--- src/rtl/alu_and_bist.sv ---
// BIST sequencer for the ALU bitwise-AND unit: sweeps every operand pair, checks
// the unit's result against a local AND, counts mismatches and keeps the first failure.
module alu_and_bist #(
    parameter int WIDTH = 4,
    parameter int ERR_W = 8
) (
    input  logic             clk,
    input  logic             rst,
    input  logic             start,
    output logic [WIDTH-1:0] dut_a,
    output logic [WIDTH-1:0] dut_b,
    input  logic [WIDTH-1:0] dut_y,
    output logic             busy,
    output logic             done,
    output logic             pass,
    output logic [ERR_W-1:0] err_count,
    output logic [WIDTH-1:0] fail_a,
    output logic [WIDTH-1:0] fail_b,
    output logic             fail_valid
);

    typedef enum logic [1:0] {IDLE, SETTLE, CHECK, DONE} state_t;

    state_t               state, state_nxt;
    logic [2*WIDTH-1:0]   vec, vec_nxt;
    logic [ERR_W-1:0]     err_nxt;
    logic [WIDTH-1:0]     fail_a_nxt, fail_b_nxt;
    logic                 fail_valid_nxt;
    logic                 mismatch;

    function automatic logic [ERR_W-1:0] sat_inc(input logic [ERR_W-1:0] c);
        return (&c) ? c : c + 1'b1;
    endfunction

    // Operands come straight from the registered vector counter
    assign dut_a    = vec[2*WIDTH-1:WIDTH];
    assign dut_b    = vec[WIDTH-1:0];
    assign mismatch = (dut_y != (dut_a & dut_b));

    always_comb begin
        state_nxt      = state;
        vec_nxt        = vec;
        err_nxt        = err_count;
        fail_a_nxt     = fail_a;
        fail_b_nxt     = fail_b;
        fail_valid_nxt = fail_valid;
        busy           = 1'b0;
        done           = 1'b0;
        pass           = 1'b0;
        case (state)
            IDLE, DONE: begin
                if (state == DONE) begin
                    done = 1'b1;
                    pass = (err_count == '0);
                end
                if (start) begin
                    state_nxt      = SETTLE;
                    vec_nxt        = '0;
                    err_nxt        = '0;
                    fail_a_nxt     = '0;
                    fail_b_nxt     = '0;
                    fail_valid_nxt = 1'b0;
                end
            end
            SETTLE: begin
                busy      = 1'b1;
                state_nxt = CHECK;
            end
            CHECK: begin
                busy = 1'b1;
                if (mismatch) begin
                    err_nxt = sat_inc(err_count);
                    if (!fail_valid) begin
                        fail_a_nxt     = dut_a;
                        fail_b_nxt     = dut_b;
                        fail_valid_nxt = 1'b1;
                    end
                end
                // The all-ones vector ends the sweep, so vec never wraps
                if (&vec) begin
                    state_nxt = DONE;
                end else begin
                    vec_nxt   = vec + 1'b1;
                    state_nxt = SETTLE;
                end
            end
            default: state_nxt = IDLE;
        endcase
    end

    always_ff @(posedge clk) begin
        if (rst) begin
            state      <= IDLE;
            vec        <= '0;
            err_count  <= '0;
            fail_a     <= '0;
            fail_b     <= '0;
            fail_valid <= 1'b0;
        end else begin
            state      <= state_nxt;
            vec        <= vec_nxt;
            err_count  <= err_nxt;
            fail_a     <= fail_a_nxt;
            fail_b     <= fail_b_nxt;
            fail_valid <= fail_valid_nxt;
        end
    end

endmodule
--- config.mk ---
export PLATFORM = sky130hd
export DESIGN_NAME = alu_and_bist
export DESIGN_NICKNAME = d
export VERILOG_FILES = /design/src/rtl/alu_and_bist.sv
export SDC_FILE = /design/constraint.sdc
export NUM_CORES = 1
export LEC_CHECK = 0
export ABC_AREA = 1
export CORE_AREA = 8 8 60 87
export CTS_CLUSTER_DIAMETER = 30
export DETAILED_ROUTE_END_ITERATION = 10
export DIE_AREA = 0 0 68 95
export PLACE_DENSITY = 0.67
export SLEW_MARGIN = 10
export SYNTH_ARGS = -nofsm -noshare
export SYNTH_HDL_FRONTEND = slang
export SYNTH_SLANG_ARGS = --single-unit
--- constraint.sdc ---
create_clock -name clk -period 4.9 [get_ports clk]
set_clock_uncertainty 0.1 [all_clocks]
set_input_delay 0.98 -clock clk [delete_from_list [all_inputs] [get_ports clk]]
set_output_delay 0.98 -clock clk [all_outputs]
set_load 0.02 [all_outputs]
### Word-level counts from Yosys, hierarchy flattened

Cells that the tools add are included.

| cells by class | value |
|---|---|
| add/sub/neg operators | 2 |
| eq/ne operators | 9 |
| mux-type cells | 24 |
| bitwise operators | 1 |
| reductions and logical operators | 11 |

Operators with widths:

| cell | number |
|---|---|
| 8-bit 2-to-1 mux | 4 |
| 8-bit one-hot mux with 2 select lines | 2 |
| 4-bit 2-to-1 mux | 5 |
| 8-bit by 1-bit adder with 8-bit output, second input constant | 2 |
| 4-bit one-hot mux with 2 select lines | 2 |
| 8-bit AND reduction | 2 |
| 2-bit inequality test, second input constant | 5 |
| 8-bit logical NOT | 1 |
| 4-bit AND reduction | 2 |
| 1-bit 2-to-1 mux | 7 |
| 2-bit one-hot mux with 3 select lines | 1 |
| 3-bit AND reduction | 2 |
| 4-bit AND | 1 |
| 2-bit == test, second input constant | 2 |
| 2-bit 2-to-1 mux | 2 |
| 4-bit inequality test | 1 |
| 2-bit OR reduction | 2 |
| 2-bit by 1-bit == test with 1-bit output, second input constant | 1 |
| 2-bit logical NOT | 1 |
| 1-bit one-hot mux with 2 select lines | 1 |
| 2-bit nonzero test | 1 |

| word-level totals | value |
|---|---|
| bits in registers | 27 |
| output and inout bits | 28 |

### Logic depth before layout (Yosys ltp)

Gate-level depths: netlist (run 1).

| depth | value |
|---|---|
| word-level depth | 4 |
| gate-level depth with buffers | 10 |
| mapped depth without buffers | 10 |

### Worst setup path after synthesis (run 1)

No wires, ideal clock.

| timing path | value |
|---|---|
| path kind | flip-flop to output port |
| start point | register state[0] |
| end point | output pass |
| arrival time | 1.523 ns |
| data required time | 3.820 ns |
| path slack | 2.297 ns |
| cell stages (with the launch flop) | 5 |
| path buffers | 0 |
| cells stage by stage | dfxtp_1 -> inv_1 -> ha_1 -> nand3_1 -> nor4_1 |

| on the way | value |
|---|---|
| word-level cells in the longest chain between the ends | 3 |
| elaborated cells on any way between the ends | 5 |

RTL lines:

| element | line | RTL |
|---|---|---|
| start: declaration | 24 | `state_t state, state_nxt;` |
| start signal: assignment | 100 | `state <= state_nxt;` |
| 2-bit == test / 2-bit logical NOT (equally long branches) | 50, 52 |  |
| 1-bit 2-to-1 mux / 2-bit OR reduction (equally long branches) | 52, 50 |  |
| 1-bit 2-to-1 mux * | 50 | `case (state)` |
| end: declaration | 15 | `output logic pass,` |

Every way passes the cells marked *; elsewhere a longest branch is shown, timed or not.

### Worst setup path after layout (run 1)

Same ends and word-level chain as after synthesis.

==> results of run 1 <==
flip-flops by register name (all words and copies together), names as in the netlist:
signal / count
err_count: 8
fail_a: 4
fail_b: 4
fail_valid: 1
state: 2
vec: 8
placed cells by master (no fill, tap or decap), drive strengths merged:
master	count
ha	8
nand3b	2
nand4	17
o21ai	11
nor4	1
inv	39
dfxtp	27
a21oi	25
a31oi	1
nor3	1
clkdlybuf4s50	34
nand3	14
nand2	68
xor2	1
nor2	26
clkbuf	4
kinds of logic (layout without fill, tap and decap cells):
group | Yosys count | in the layout | share of synthesized area [%]
AO/OA/AOI/OAI | 37 | 37 | 11.9
adder cells (fa/ha/maj) | 8 | 8 | 6.04
XOR/XNOR | 1 | 1 | 0.528
AND/OR/NAND/NOR | 129 | 129 | 37.6
flip-flops | 27 | 27 | 32.6
buffers and inverters | 45 | 77 | 11.3
routing by layer:
layer	vias to the layer above	global-route usage, %	routed length [µm]
met5	-	0	0
met4	0	5.66	53
met3	4	2.85	195
met2	24	25.5	2220
met1	739	15.8	1800
li1	860	-	-
critical path, delay by kind of cell (launching register included):
family / cells / cell delay (ps)
and+or+nand+nor: 2 / 310
buffers and inverters: 2 / 730
DFF: 1 / 420
adders and majority gates: 1 / 330
through the flow:
stage                     utilization (%)  power, W  worst slack, ps
after detailed placement             51.3  0.000401             1900
final                                52.5  0.000523             1760
after global routing                 52.5  0.000555             1520
after global placement               51.3  0.000400             1980
after floorplan                         -  0.000352             2300
after CTS                            52.5  0.000528             1740
power breakdown:
group | internal, W | leakage (nW) | switching (W)
Combinational | 0.0000533 | 0.612 | 0.000100
Clock | 0.0000583 | 0.0228 | 0.0000701
Sequential | 0.000230 | 0.219 | 0.0000117
Total | 0.000341 | 0.854 | 0.000182
area by class of cell:
cell class                      instances  area (µm²)
Fill cell                             387        1870
Timing Repair Buffer                   34         340
Multi-Input combinational cell        175         930
Tap cell                               45        56.3
Inverter                               39         146
Sequential cell                        27         541
Clock buffer                            4        45.0
how the worst max path moves through the flow:
stage | endpoint | depth (start not counted)
floorplan | pass | 4
global placement | vec[6]$_SDFFE_PP0P_ | 8
detailed placement | vec[6]$_SDFFE_PP0P_ | 8
CTS | pass | 5
global route | pass | 5
finish | pass | 5
==> results.sh, run 1 <==
export IMPL_fin_tns_setup_ps=0
export IMPL_worst_setup_path_start_kind="flip-flop"
export IMPL_port_buffers=34
export IMPL_status="finished clean"
export IMPL_cp_cell_sequence="inv_1 -> ha_1 -> nand3_1 -> nor4_1 -> clkdlybuf4s50_1"
export IMPL_synth_area_um2=1660
export IMPL_period_share_pct=64.0
export IMPL_synth_edf_count=0
export IMPL_root_buffer="clkbuf_8"
export IMPL_relSlewSlack_pct=48.3
export IMPL_cts_hold_fix_buffers=0
export IMPL_first_pass_iters=4
export IMPL_syn_inst=247
export IMPL_yosysWarnings=0
export IMPL_cp_startpoint="state[0]$_SDFFE_PP0P_"
export IMPL_ys_seq_area_share_pct=32.6
export IMPL_die_h_um=95
export IMPL_period_needed_ps=3140
export IMPL_drive_gt1_share_pct=6.81
export IMPL_cp_end_kind="output port"
export IMPL_rr_endpoint="vec[6]$_SDFFE_PP0P_"
export IMPL_rr_worst_depth=10
export IMPL_ys_seq_elements=27
export IMPL_synth_cell_type_count=27
export IMPL_place_congestion=0.809
export IMPL_rsz0062_at_grt="false"
export IMPL_fmax_mhz=319
export IMPL_placed_cells=320
export IMPL_crit_arrival_ps=2060
export IMPL_rr_startpoint="state[0]$_SDFFE_PP0P_"
export IMPL_final_cells=324
export IMPL_p_leak_nw=0.854
export IMPL_vias=1627
export IMPL_initial_core_util_pct=42.3
export IMPL_syn_to_final_growth_pct=24.2
export IMPL_rows=28
export IMPL_core_area_um2=3920
export IMPL_crit_path_top_delay_cell="clkdlybuf4s50_1"
export IMPL_vdd_drop_max_uv=159
export IMPL_drc=0
export IMPL_max_cap_violations=0
export IMPL_h_tree_depth=1
export IMPL_io_pins=35
export IMPL_synth_largest_area_cell="dfxtp_1"
export IMPL_path_max_fanout=5
export IMPL_hold_path_depth=2
export IMPL_final_hold_viol_count=0
export IMPL_syn_nets=262
export IMPL_antenna_found_initial=0
export IMPL_crit_type="reg -> out"
export IMPL_worstMarginPinSlew_ps=772
export IMPL_track_usage_pct=14.3
export IMPL_crit_required_ps=3820
export IMPL_powerDensity_nw_per_um2=254
export IMPL_synth_commonest_cells="nand2_1 (64), inv_1 (36), dfxtp_1 (27), nor2_1 (23), a21oi_1 (22)"
export IMPL_wl_per_cell_um=13.2
export IMPL_grt_pass1_vias=1605
export IMPL_ant_nets=0
export IMPL_clk_pin_slew_ps=90
export IMPL_final_cell_area_um2=2060
export IMPL_yosysTopAreaCellShare_pct=32.6
export IMPL_placed_cell_area_um2=2010
export IMPL_cts_buffer_depth=2
export IMPL_slew_violations=0
export IMPL_grt_max_degree=21
export IMPL_avgViaCountPerCell=5.02
export IMPL_syn_avg_cell_area_um2=6.71
export IMPL_hold_slack_ps=367
export IMPL_r2r_slack_ps=2440
export IMPL_hold_class="reg -> reg"
export IMPL_slowest_delay_ps=650
export IMPL_cts_sinks=27
export IMPL_hpwl_um=3180
export IMPL_drt_iter0_drc=90
export IMPL_synth_most_common_cell="nand2_1"
export IMPL_die_area_um2=6460
export IMPL_cts_resized=0
export IMPL_die_x_um=68
export IMPL_grt_pass1_wl_um=7290
export IMPL_hp_start="fail_b[0]$_SDFFE_PP0P_"
export IMPL_synthTopCellsByArea="dfxtp_1 (33%), nand2_1 (14%), inv_1 (8.2%), a21oi_1 (6.6%), nand4_1 (6.4%)"
export IMPL_cts_buffers=3
export IMPL_final_nets=295
export IMPL_clock_latency_ps=270
export IMPL_cts_setup_buffers=0
export IMPL_antenna_cells=0
export IMPL_globalRouteOverflowTotal=0
export IMPL_worstHoldEndpoint="fail_b[0]$_SDFFE_PP0P_"
export IMPL_cts_tree="yes"
export IMPL_setup_viol=0
export IMPL_wl_um=4280
export IMPL_synth_main_ff_cell="dfxtp_1"
export IMPL_async_flop_share_pct=0
No activity file was read; power rests on OpenSTA's default activity.
==> run 2, diff against run 1 <==
==> constraint.sdc (replaced) <==
create_clock -name clk -period 2.9 [get_ports clk]
set_clock_uncertainty 0.1 [all_clocks]
set_input_delay 0.58 -clock clk [delete_from_list [all_inputs] [get_ports clk]]
set_output_delay 0.58 -clock clk [all_outputs]
set_load 0.02 [all_outputs]
==> run 2 against run 1 <==
Critical path type unchanged. Sequential share of layout area fell by 0.28 points. Via count rose by 2.6%. Combinational power rose by 74%.
==> results.sh, run 2 (synthesis gave the netlist of run 1 again) <==
export IMPL_status="finished clean"
export IMPL_crit_required_ps=2220
export IMPL_globalRouteOverflowTotal=0
export IMPL_antenna_cells=0
export IMPL_drive_gt1_share_pct=7.80
export IMPL_period_share_pct=94.4
export IMPL_hold_class="reg -> reg"
export IMPL_initial_core_util_pct=42.3
export IMPL_period_needed_ps=2740
export IMPL_drc=0
export IMPL_rsz0062_at_grt="false"
export IMPL_crit_type="reg -> out"
export IMPL_hp_start="fail_b[3]$_SDFFE_PP0P_"
export IMPL_die_x_um=68
export IMPL_place_ws_ps=450
export IMPL_p_leak_nw=0.869
export IMPL_die_area_um2=6460
export IMPL_drt_iter0_drc=66
export IMPL_power_total_w=0.000891
export IMPL_final_nets=298
export IMPL_cts_tree="yes"
export IMPL_hpwl_um=3210
export IMPL_first_pass_iters=4
export IMPL_rows=28
export IMPL_cts_hold_fix_buffers=0
export IMPL_wl_per_cell_um=13.0
export IMPL_top_regs="err_count (8), vec (8)"
export IMPL_grt_max_degree=17
export IMPL_wl_um=4260
export IMPL_setup_slack_ps=161
export IMPL_final_hold_viol_count=0
export IMPL_die_h_um=95
export IMPL_cp_end_kind="output port"
export IMPL_slew_violations=0
export IMPL_worstMarginPinSlew_ps=510
export IMPL_clk_pin_slew_ps=90
export IMPL_grt_pass1_vias=1629
export IMPL_port_buffers=34
export IMPL_antenna_found_initial=0
export IMPL_fin_util_pct=53.0
export IMPL_core_area_um2=3920
export IMPL_ant_nets=0
export IMPL_crit_arrival_ps=2060
export IMPL_root_buffer="clkbuf_8"
export IMPL_avgViaCountPerCell=5.11
export IMPL_clock_latency_ps=270
export IMPL_rr_startpoint="state[0]$_SDFFE_PP0P_"
export IMPL_vias=1670
export IMPL_max_cap_violations=0
export IMPL_path_max_fanout=5
export IMPL_track_usage_pct=14.4
export IMPL_final_cells=327
export IMPL_cts_setup_buffers=0
export IMPL_cp_startpoint="state[0]$_SDFFE_PP0P_"
export IMPL_fin_tns_setup_ps=0
export IMPL_h_tree_depth=1
export IMPL_final_cell_mix="nand2_1 (64), inv_1 (36), clkdlybuf4s50_1 (34)"
export IMPL_powerDensity_nw_per_um2=428
export IMPL_setup_viol=0
export IMPL_worst_setup_path_start_kind="flip-flop"
export IMPL_io_pins=35
export IMPL_placed_cells=323
export IMPL_cts_sinks=27
export IMPL_place_congestion=0.845
export IMPL_cts_resized=0
export IMPL_cts_buffer_depth=2
export IMPL_cts_buffers=3
export IMPL_vdd_drop_max_uv=225
export IMPL_grt_pass1_wl_um=7410
export IMPL_fmax_mhz=365
export IMPL_relSlewSlack_pct=66.0
export IMPL_syn_to_final_growth_pct=25.5
export IMPL_layout_commonest_cell="nand2_1"
==> run 2: layout make-up <==
type                    instances  area (µm²)
multi-input cells             175         930
clock buffers                   4        45.0
well taps                      45        56.3
fillers                       412        1840
inverters                      39         146
flip-flops and latches         27         541
repair buffers                 37         363
==> run 2: path summary, 6_finish.rpt <==
path,slack [ps],depth (start not counted),end
min,360,2,fail_b[3]$_SDFFE_PP0P_
max,160,5,pass
max reg2reg,810,7,fail_a[2]$_SDFFE_PP0P_
min reg2reg,360,2,fail_b[3]$_SDFFE_PP0P_
==> run 2: critical path, cell delays in order (launching register included) <==
cell and delay [ps]:
dfxtp_1 410, inv_1 80, ha_1 330, nand3_1 90
nor4_1 230, clkdlybuf4s50_1 650
==> run 2: power breakdown <==
| part | internal (W) | switching [W] | total [W] |
|---|---|---|---|
| registers | 0.000388 | 0.0000192 | 0.000407 |
| logic | 0.0000960 | 0.000172 | 0.000268 |
| clock network | 0.0000985 | 0.000118 | 0.000217 |
==> run 2: metal layers <==
layer  GRT usage (%)  vias to the layer above  wire, µm
met5               0                        -         0
met4            5.49                        0        59
met1            16.2                      761      1820
met3            2.85                        7       186
li1                -                      868         -
met2            25.6                       34      2190
==> run 2: through the flow <==
step	area [µm²]	hold slack, ps
floorplan	1660	391
global placement	2040	349
detailed placement	2040	355
CTS	2080	367
global route	2080	398
finish	2080	365
==> run 3, diff against run 2 <==
--- a/config.mk
+++ b/config.mk
@@ -7,7 +7,7 @@
 export LEC_CHECK = 0
 export ABC_AREA = 1
 export CORE_AREA = 8 8 60 87
-export CTS_CLUSTER_DIAMETER = 30
+export CTS_CLUSTER_DIAMETER = 60
 export DETAILED_ROUTE_END_ITERATION = 10
 export DIE_AREA = 0 0 68 95
 export PLACE_DENSITY = 0.67
==> results of run 3 <==
The final DEF is identical to that of run 2; final timing and power are the same.
